$ cat config.mk
export PLATFORM = sky130hd
export DESIGN_NAME = alu_md
export DESIGN_NICKNAME = d
export VERILOG_FILES = /design/src/rtl/alu_md_pkg.sv /design/src/rtl/muldiv_iter.sv /design/src/rtl/alu_md.sv
export SDC_FILE = /design/constraint.sdc
export NUM_CORES = 1
export LEC_CHECK = 0
export CORE_ASPECT_RATIO = 1.75
export CORE_UTILIZATION = 26
export CTS_CLUSTER_SIZE = 30
export DETAILED_ROUTE_END_ITERATION = 8
export HOLD_SLACK_MARGIN = 0.05
export PLACE_DENSITY = 0.4
export SYNTH_ARGS = -nofsm -noshare
export SYNTH_HDL_FRONTEND = slang
export SYNTH_SLANG_ARGS = --single-unit
$ cat constraint.sdc
create_clock -name clk -period 6.1 [get_ports clk]
set_input_delay 0.915 -clock clk [delete_from_list [all_inputs] [get_ports clk]]
set_output_delay 0.915 -clock clk [all_outputs]
set_load 0.1 [all_outputs]
$ cat src/rtl/alu_md_pkg.sv
// Shared codes for alu_md: ALU operation select, multiply/divide op select
// and the iterative engine's state encoding.
package alu_md_pkg;

  typedef enum logic [3:0] {
    ALU_AND = 4'b0000,
    ALU_OR  = 4'b0001,
    ALU_ADD = 4'b0010,
    ALU_SUB = 4'b0110,
    ALU_SLT = 4'b0111,
    ALU_NOR = 4'b1100
  } alu_ctrl_e;

  typedef enum logic [1:0] {
    MD_MULTU = 2'b00,
    MD_MULT  = 2'b01,
    MD_DIVU  = 2'b10,
    MD_DIV   = 2'b11
  } md_op_e;

  typedef enum logic [1:0] {
    ST_IDLE = 2'b00,
    ST_CALC = 2'b01,
    ST_FIX  = 2'b10,
    ST_DONE = 2'b11
  } md_state_e;

  function automatic logic op_is_div(input md_op_e op);
    return (op == MD_DIVU) || (op == MD_DIV);
  endfunction

  function automatic logic op_is_signed(input md_op_e op);
    return (op == MD_MULT) || (op == MD_DIV);
  endfunction

endpackage

$ cat src/rtl/muldiv_iter.sv
// Iterative multiply/divide engine. A request accepted at edge E0 spends one
// cycle in IDLE loading operand magnitudes, WIDTH cycles in CALC (one
// shift-add or restoring step each), one cycle in FIX applying signs, then
// shows the result in DONE at E0+WIDTH+2. Divide by zero goes load->FIX->DONE.
module muldiv_iter
  import alu_md_pkg::*;
#(
  parameter int WIDTH = 32
) (
  input  logic             clk,
  input  logic             rst_n,
  input  logic [WIDTH-1:0] a,
  input  logic [WIDTH-1:0] b,
  input  logic             md_start,
  input  logic [1:0]       md_op,
  output logic             md_busy,
  output logic             md_done,
  output logic [WIDTH-1:0] hi,
  output logic [WIDTH-1:0] lo
);

  localparam int CW = $clog2(WIDTH) + 1;
  localparam logic [CW-1:0] LAST = CW'(WIDTH - 1);

  md_state_e        state_q, state_d;
  logic             load_q, load_d;
  logic [CW-1:0]    cnt_q, cnt_d;
  logic [WIDTH-1:0] hi_q, hi_d, lo_q, lo_d;

  // Captured request and working accumulators.
  logic [WIDTH-1:0] a_q, a_d, b_q, b_d;
  md_op_e           op_q, op_d;
  logic [WIDTH:0]   acc_hi_q, acc_hi_d;   // product high half / partial remainder
  logic [WIDTH-1:0] acc_lo_q, acc_lo_d;   // multiplier+product low / dividend+quotient
  logic [WIDTH-1:0] m_q, m_d;             // multiplicand or divisor magnitude

  logic             is_div, a_neg, b_neg, div_zero, accept;
  logic [WIDTH-1:0] mag_a, mag_b, addend, quo_fix, rem_fix;
  logic [WIDTH:0]   mul_sum, div_shift, div_diff;
  logic [2*WIDTH-1:0] product, prod_fix;

  assign md_busy = load_q || (state_q == ST_CALC) || (state_q == ST_FIX);
  assign md_done = (state_q == ST_DONE);
  assign accept  = md_start && !md_busy;
  assign hi      = hi_q;
  assign lo      = lo_q;

  // Operand signs, magnitudes and per-step arithmetic.
  always_comb begin
    is_div    = op_is_div(op_q);
    a_neg     = op_is_signed(op_q) && a_q[WIDTH-1];
    b_neg     = op_is_signed(op_q) && b_q[WIDTH-1];
    div_zero  = is_div && (b_q == '0);
    mag_a     = a_neg ? -a_q : a_q;
    mag_b     = b_neg ? -b_q : b_q;
    addend    = acc_lo_q[0] ? m_q : {WIDTH{1'b0}};
    mul_sum   = acc_hi_q + {1'b0, addend};
    div_shift = {acc_hi_q[WIDTH-1:0], acc_lo_q[WIDTH-1]};
    div_diff  = div_shift - {1'b0, m_q};
    product   = {acc_hi_q[WIDTH-1:0], acc_lo_q};
    prod_fix  = (a_neg ^ b_neg) ? -product : product;
    quo_fix   = (a_neg ^ b_neg) ? -acc_lo_q : acc_lo_q;
    rem_fix   = a_neg ? -acc_hi_q[WIDTH-1:0] : acc_hi_q[WIDTH-1:0];
  end

  // Next-state and datapath update for the IDLE/CALC/FIX/DONE sequence.
  always_comb begin
    // NOTE: every *_d is given a hold value first so no path through the
    // case leaves it unassigned, which would infer a latch.
    state_d  = state_q;
    load_d   = 1'b0;
    cnt_d    = cnt_q;
    hi_d     = hi_q;
    lo_d     = lo_q;
    a_d      = a_q;
    b_d      = b_q;
    op_d     = op_q;
    acc_hi_d = acc_hi_q;
    acc_lo_d = acc_lo_q;
    m_d      = m_q;

    if (accept) begin
      a_d     = a;
      b_d     = b;
      op_d    = md_op_e'(md_op);
      load_d  = 1'b1;
      cnt_d   = '0;
      state_d = ST_IDLE;
    end else begin
      case (state_q)
        ST_IDLE: begin
          if (load_q) begin
            cnt_d    = '0;
            acc_hi_d = '0;
            acc_lo_d = is_div ? mag_a : mag_b;
            m_d      = is_div ? mag_b : mag_a;
            state_d  = div_zero ? ST_FIX : ST_CALC;
          end
        end
        ST_CALC: begin
          if (is_div) begin
            if (!div_diff[WIDTH]) begin
              acc_hi_d = div_diff;
              acc_lo_d = {acc_lo_q[WIDTH-2:0], 1'b1};
            end else begin
              acc_hi_d = div_shift;
              acc_lo_d = {acc_lo_q[WIDTH-2:0], 1'b0};
            end
          end else begin
            acc_hi_d = {1'b0, mul_sum[WIDTH:1]};
            acc_lo_d = {mul_sum[0], acc_lo_q[WIDTH-1:1]};
          end
          if (cnt_q == LAST) begin
            cnt_d   = '0;
            state_d = ST_FIX;
          end else begin
            cnt_d = cnt_q + CW'(1);
          end
        end
        ST_FIX: begin
          if (div_zero) begin
            hi_d = a_q;
            lo_d = '1;
          end else if (is_div) begin
            hi_d = rem_fix;
            lo_d = quo_fix;
          end else begin
            {hi_d, lo_d} = prod_fix;
          end
          state_d = ST_DONE;
        end
        default: state_d = ST_IDLE;  // ST_DONE lasts one cycle
      endcase
    end
  end

  // Control and result registers with synchronous active-low reset.
  always_ff @(posedge clk) begin
    // NOTE: non-blocking assignments so every flop samples pre-edge values.
    if (!rst_n) begin
      state_q <= ST_IDLE;
      load_q  <= 1'b0;
      cnt_q   <= '0;
      hi_q    <= '0;
      lo_q    <= '0;
    end else begin
      state_q <= state_d;
      load_q  <= load_d;
      cnt_q   <= cnt_d;
      hi_q    <= hi_d;
      lo_q    <= lo_d;
    end
  end

  // Operand and accumulator registers.
  always_ff @(posedge clk) begin
    // NOTE: no reset here; these are always written by the accept/load
    // cycles before any state reads them.
    a_q      <= a_d;
    b_q      <= b_d;
    op_q     <= op_d;
    acc_hi_q <= acc_hi_d;
    acc_lo_q <= acc_lo_d;
    m_q      <= m_d;
  end

endmodule

$ cat src/rtl/alu_md.sv
// ALU with a combinational result path and an attached iterative
// multiply/divide unit; the two paths are fully independent.
module alu_md
  import alu_md_pkg::*;
#(
  parameter int WIDTH_D = 32
) (
  input  logic               clk,
  input  logic               rst_n,
  input  logic [WIDTH_D-1:0] a,
  input  logic [WIDTH_D-1:0] b,
  input  logic [3:0]         alu_ctrl,
  output logic [WIDTH_D-1:0] y,
  output logic               zero,
  input  logic               md_start,
  input  logic [1:0]         md_op,
  output logic               md_busy,
  output logic               md_done,
  output logic [WIDTH_D-1:0] hi,
  output logic [WIDTH_D-1:0] lo
);

  // Single-cycle ALU result; unknown codes give zero.
  always_comb begin
    y = '0;
    case (alu_ctrl_e'(alu_ctrl))
      ALU_AND: y = a & b;
      ALU_OR:  y = a | b;
      ALU_ADD: y = a + b;
      ALU_SUB: y = a - b;
      ALU_SLT: y = {{(WIDTH_D-1){1'b0}}, ($signed(a) < $signed(b))};
      ALU_NOR: y = ~(a | b);
      default: y = '0;
    endcase
  end

  assign zero = (y == '0);

  muldiv_iter #(
    .WIDTH (WIDTH_D)
  ) u_muldiv (
    .clk      (clk),
    .rst_n    (rst_n),
    .a        (a),
    .b        (b),
    .md_start (md_start),
    .md_op    (md_op),
    .md_busy  (md_busy),
    .md_done  (md_done),
    .hi       (hi),
    .lo       (lo)
  );

endmodule

==> results of run 1 <==
[metal layers]
metal	vias to the layer above	global-route usage, %
li1	10280	-
met1	10239	22.5
met2	554	41.3
met3	143	1.77
met4	0	9.50
met5	-	0
[cell type report]
type / count / share of cell area (%)
multi-input combinational: 2035 / 52.3
sequential: 236 / 22.3
timing repair buffer: 481 / 15.6
tap: 1065 / 4.67
clock buffer: 31 / 2.49
inverter: 174 / 2.29
clock inverter: 13 / 0.403
[kinds of logic (layout without fill, tap and decap cells)]
kind of cell,count (synthesis),count (layout),synth area share [%]
multiplexers,92,92,6.15
flip-flops,236,236,29.0
buffers and inverters,314,699,5.57
AND/OR/NAND/NOR,737,737,16.6
XOR/XNOR,184,184,7.35
adder cells (fa/ha/maj),183,183,10.6
AO/OA/AOI/OAI,839,839,24.8
[per-stage QoR]
step           instance area, um2  setup slack, ps
2_1_floorplan               22000             12.6
3_3_place_gp                27200             -572
3_5_place_dp                27200             -546
4_1_cts                     28300             2.81
5_1_grt                     28600           -0.866
6_report                    28600              141
[power by group through the flow]
stage	registers (W)	logic, W	clock network [W]
detailed placement	0.00223	0.00330	0
CTS	0.00219	0.00335	0.00167
global route	0.00222	0.00366	0.00170
floorplan	0.00222	0.00209	0
global placement	0.00223	0.00330	0
finish	0.00220	0.00338	0.00161
[cell usage in the layout, fill, tap and decap left out, types with 16 or more instances in the layout]
cell type / synthesis / final
mux2_2: 32 / 32
nand2_1: 154 / 153
clkbuf_16: 0 / 27
ha_1: 179 / 161
nor3_1: 61 / 58
nand3_1: 43 / 42
and3_1: 18 / 17
dfxtp_1: 73 / 73
o21ai_0: 171 / 166
buf_12: 0 / 39
o31ai_1: 26 / 22
a22oi_1: 21 / 21
xnor2_1: 113 / 112
edfxtp_1: 163 / 163
o211ai_1: 31 / 31
nor2_1: 244 / 237
and2_1: 20 / 20
nor4_1: 26 / 24
a21o_1: 45 / 45
o22ai_1: 24 / 22
o21bai_1: 16 / 16
inv_1: 173 / 167
a31oi_1: 57 / 55
a211oi_1: 22 / 20
nand2b_1: 31 / 31
buf_4: 1 / 303
clkdlybuf4s50_1: 0 / 109
nor2b_1: 40 / 36
xor2_1: 71 / 71
o21a_1: 25 / 24
mux4_2: 31 / 31
a21oi_1: 235 / 230
mux2i_1: 29 / 29
[sequential cells by signal, indices dropped and copies added, names as in the netlist, 6 cells and up]
signal,flops
u_muldiv.cnt_q,6
u_muldiv.a_q,32
u_muldiv.lo,32
u_muldiv.m_q,32
u_muldiv.b_q,32
u_muldiv.hi,32
u_muldiv.acc_lo_q,32
u_muldiv.acc_hi_q,33
[repair_timing]
action / 4_1_cts / 5_1_grt
setup endpoints to repair: 3 / 1
pin swaps: 37 / 24
gates resized for setup: 70 / 66
setup buffers: 3 / 1
[critical path, stage by stage]
cell and delay (ps):
clkdlybuf4s50_1 400, buf_4 170, buf_12 160, buf_4 200, buf_4 170, nand3_1 70
a21oi_1 60, o21ai_1 400, o211ai_1 240, or3_1 410, o31a_1 150, nor4b_2 280
buf_4 150, nand4_1 220, nor4b_4 310, buf_4 160, nand3b_1 120, nor3_4 230
buf_12 200
[final timing paths]
| path | from | to | cells after the start |
|---|---|---|---|
| max | alu_ctrl[2] | zero | 19 |
| min | u_muldiv.hi[17] | u_muldiv.hi[17] | 1 |
| max reg2reg | u_muldiv.acc_lo_q[31] | u_muldiv.acc_hi_q[30] | 15 |
| min reg2reg | u_muldiv.hi[17] | u_muldiv.hi[17] | 1 |
==> impl_metrics.csv, run 1 <==
group,metric,value,unit
logic_synthesis,synth_common_cells,"nor2_1 (244), a21oi_1 (235), ha_1 (179)",
global_route,grt_remaining_overflow,0,
detailed_routing,m1WireLength,35000,um
critical_path,worst-endpoint-required,5180,ps
clock_tree,htreeDepth,1,
logic_synthesis,ys_types,97,
detailed_routing,wl_per_cell,22.8,um
detailed_routing,vias_per_cell,5.26,
finish,fin_nets,3208,
floorplan,row_count,140,
placed_design,gp_congestion,0.941,
floorplan,dieArea,85600,um2
run,maxCapViolations,0,
pwr,swShare,41.6,%
critical_path,path_class,"in -> out",
logic_synthesis,yosysSeqAreaShare,29.0,%
logic_synthesis,synth_ff_type,"edfxtp_1",
floorplan,ios,172,
logic_synthesis,yosys_warnings,0,
sta,relSlewSlack,23.2,%
global_route,grt_antenna_before_repair,0,
global_route,grt_pass1_vias,21884,
logic_synthesis,synth.area.top_cells,"edfxtp_1 (22%), ha_1 (10%), dfxtp_1 (6.7%), a21oi_1 (5.4%), xnor2_1 (4.5%)",
floorplan,dieHeight,386,um
sta,max_freq,0.168,GHz
critical_path,cp-end-kind,"output pin",
detailed_routing,drc,0,
pwr,total_leakage_power,11.6,nW
logic_synthesis,synth_top_area_cell,"edfxtp_1",
clock_tree,clk_pin_slew,70,ps
sta,maxSlewViolCount,0,
detailed_routing,top_layer,"met4",
sta,fin_setup_tns,0,ps
sta,post-route-min-period,5960,ps
hold_path,hold_class,"reg -> reg",
pwr,power.switching,0.00299,W
logic_synthesis,syn_inst,2585,
placed_design,dp_cells,3987,
logic_synthesis,ys_async_sr_fraction,0,%
pwr,pwr-share-comb,47.0,%
logic_synthesis,mappedNetlistNets,2841,
finish,final_layout_size_suffix_gt1_share,19.7,%
detailed_routing,vias,21216,
detailed_routing,ant_nets,0,
finish,regArea,6360,um2
finish,final-instance-count-excl-fill,4035,
critical_path,crit_fanout,11,
critical_path,arrival,5040,ps
logic_synthesis,synth.most_common_cell,"nor2_1",
pwr,p_int,0.00420,W
floorplan,start_util,26.3,%
outcome,outcome,"complete, no violations",
sta,finalCritPeriodShare,97.7,%
detailed_routing,wl_met2,49400,um
global_route,grt_usage,21.0,%
critical_path,critPathLaunchType,"input pin",
clock_tree,clockRootBuffer,"clkbuf_16",
floorplan,die_w,222,um
sta,skew,30.1,ps
clock_tree,clock_path_buffers,3,
clock_tree,clock_sinks,236,
floorplan,core,83400,um2
finish,fillers,8704,
placed_design,io_buffers,171,
clock_tree,clk_latency,570,ps
sta,worst_slew_pin_slew,1150,ps
global_route,grt_pass1_wl,136000,um
detailed_routing,wl_met3,3190,um
pwr,clock_power_share,22.4,%
global_route,grt_start_max_net_pins,141,
clock_tree,cts_hold_buf,0,
pwr,powerDensity,252,nW/um2
critical_path,reg2reg_slack,1500,ps
detailed_routing,drtIter0Drc,1138,
logic_synthesis,synth-seq-cells,236,
sta,setup_viol,0,
pwr,power_frac_seq,30.6,%
logic_synthesis,synth_edf_count,163,
pwr,p_total,0.00719,W
logic_synthesis,synth_top_area_share,22.3,%
clock_tree,cts_tree,"yes",
sta,whs,484,ps
placed_design,place.detailed.hpwl,74500,um
finish,n_antenna_cell,0,
pwr,peakVddDrop,176,uV
finish,fin_util,34.2,%
detailed_routing,wl,92000,um
finish,multi_input_area,14900,um2
logic_synthesis,syn_area,21900,um2
clock_tree,cts_buffers,24,
logic_synthesis,syn_avg_cell_area,8.49,um2
detailed_routing,dr.pass1.iters,7,
sta,hold_viol_final,0,
finish,area_growth_syn_to_layout,30.2,%
Note: power is estimated with default switching activity, not from simulation.
==> inputs of run 2 (changes only) <==
--- a/config.mk
+++ b/config.mk
@@ -11,6 +11,7 @@
 export DETAILED_ROUTE_END_ITERATION = 8
 export HOLD_SLACK_MARGIN = 0.05
 export PLACE_DENSITY = 0.4
+export SLEW_MARGIN = 20
 export SYNTH_ARGS = -nofsm -noshare
 export SYNTH_HDL_FRONTEND = slang
 export SYNTH_SLANG_ARGS = --single-unit
==> results of run 2 <==
The final DEF is identical to that of run 1; final timing and power are the same.
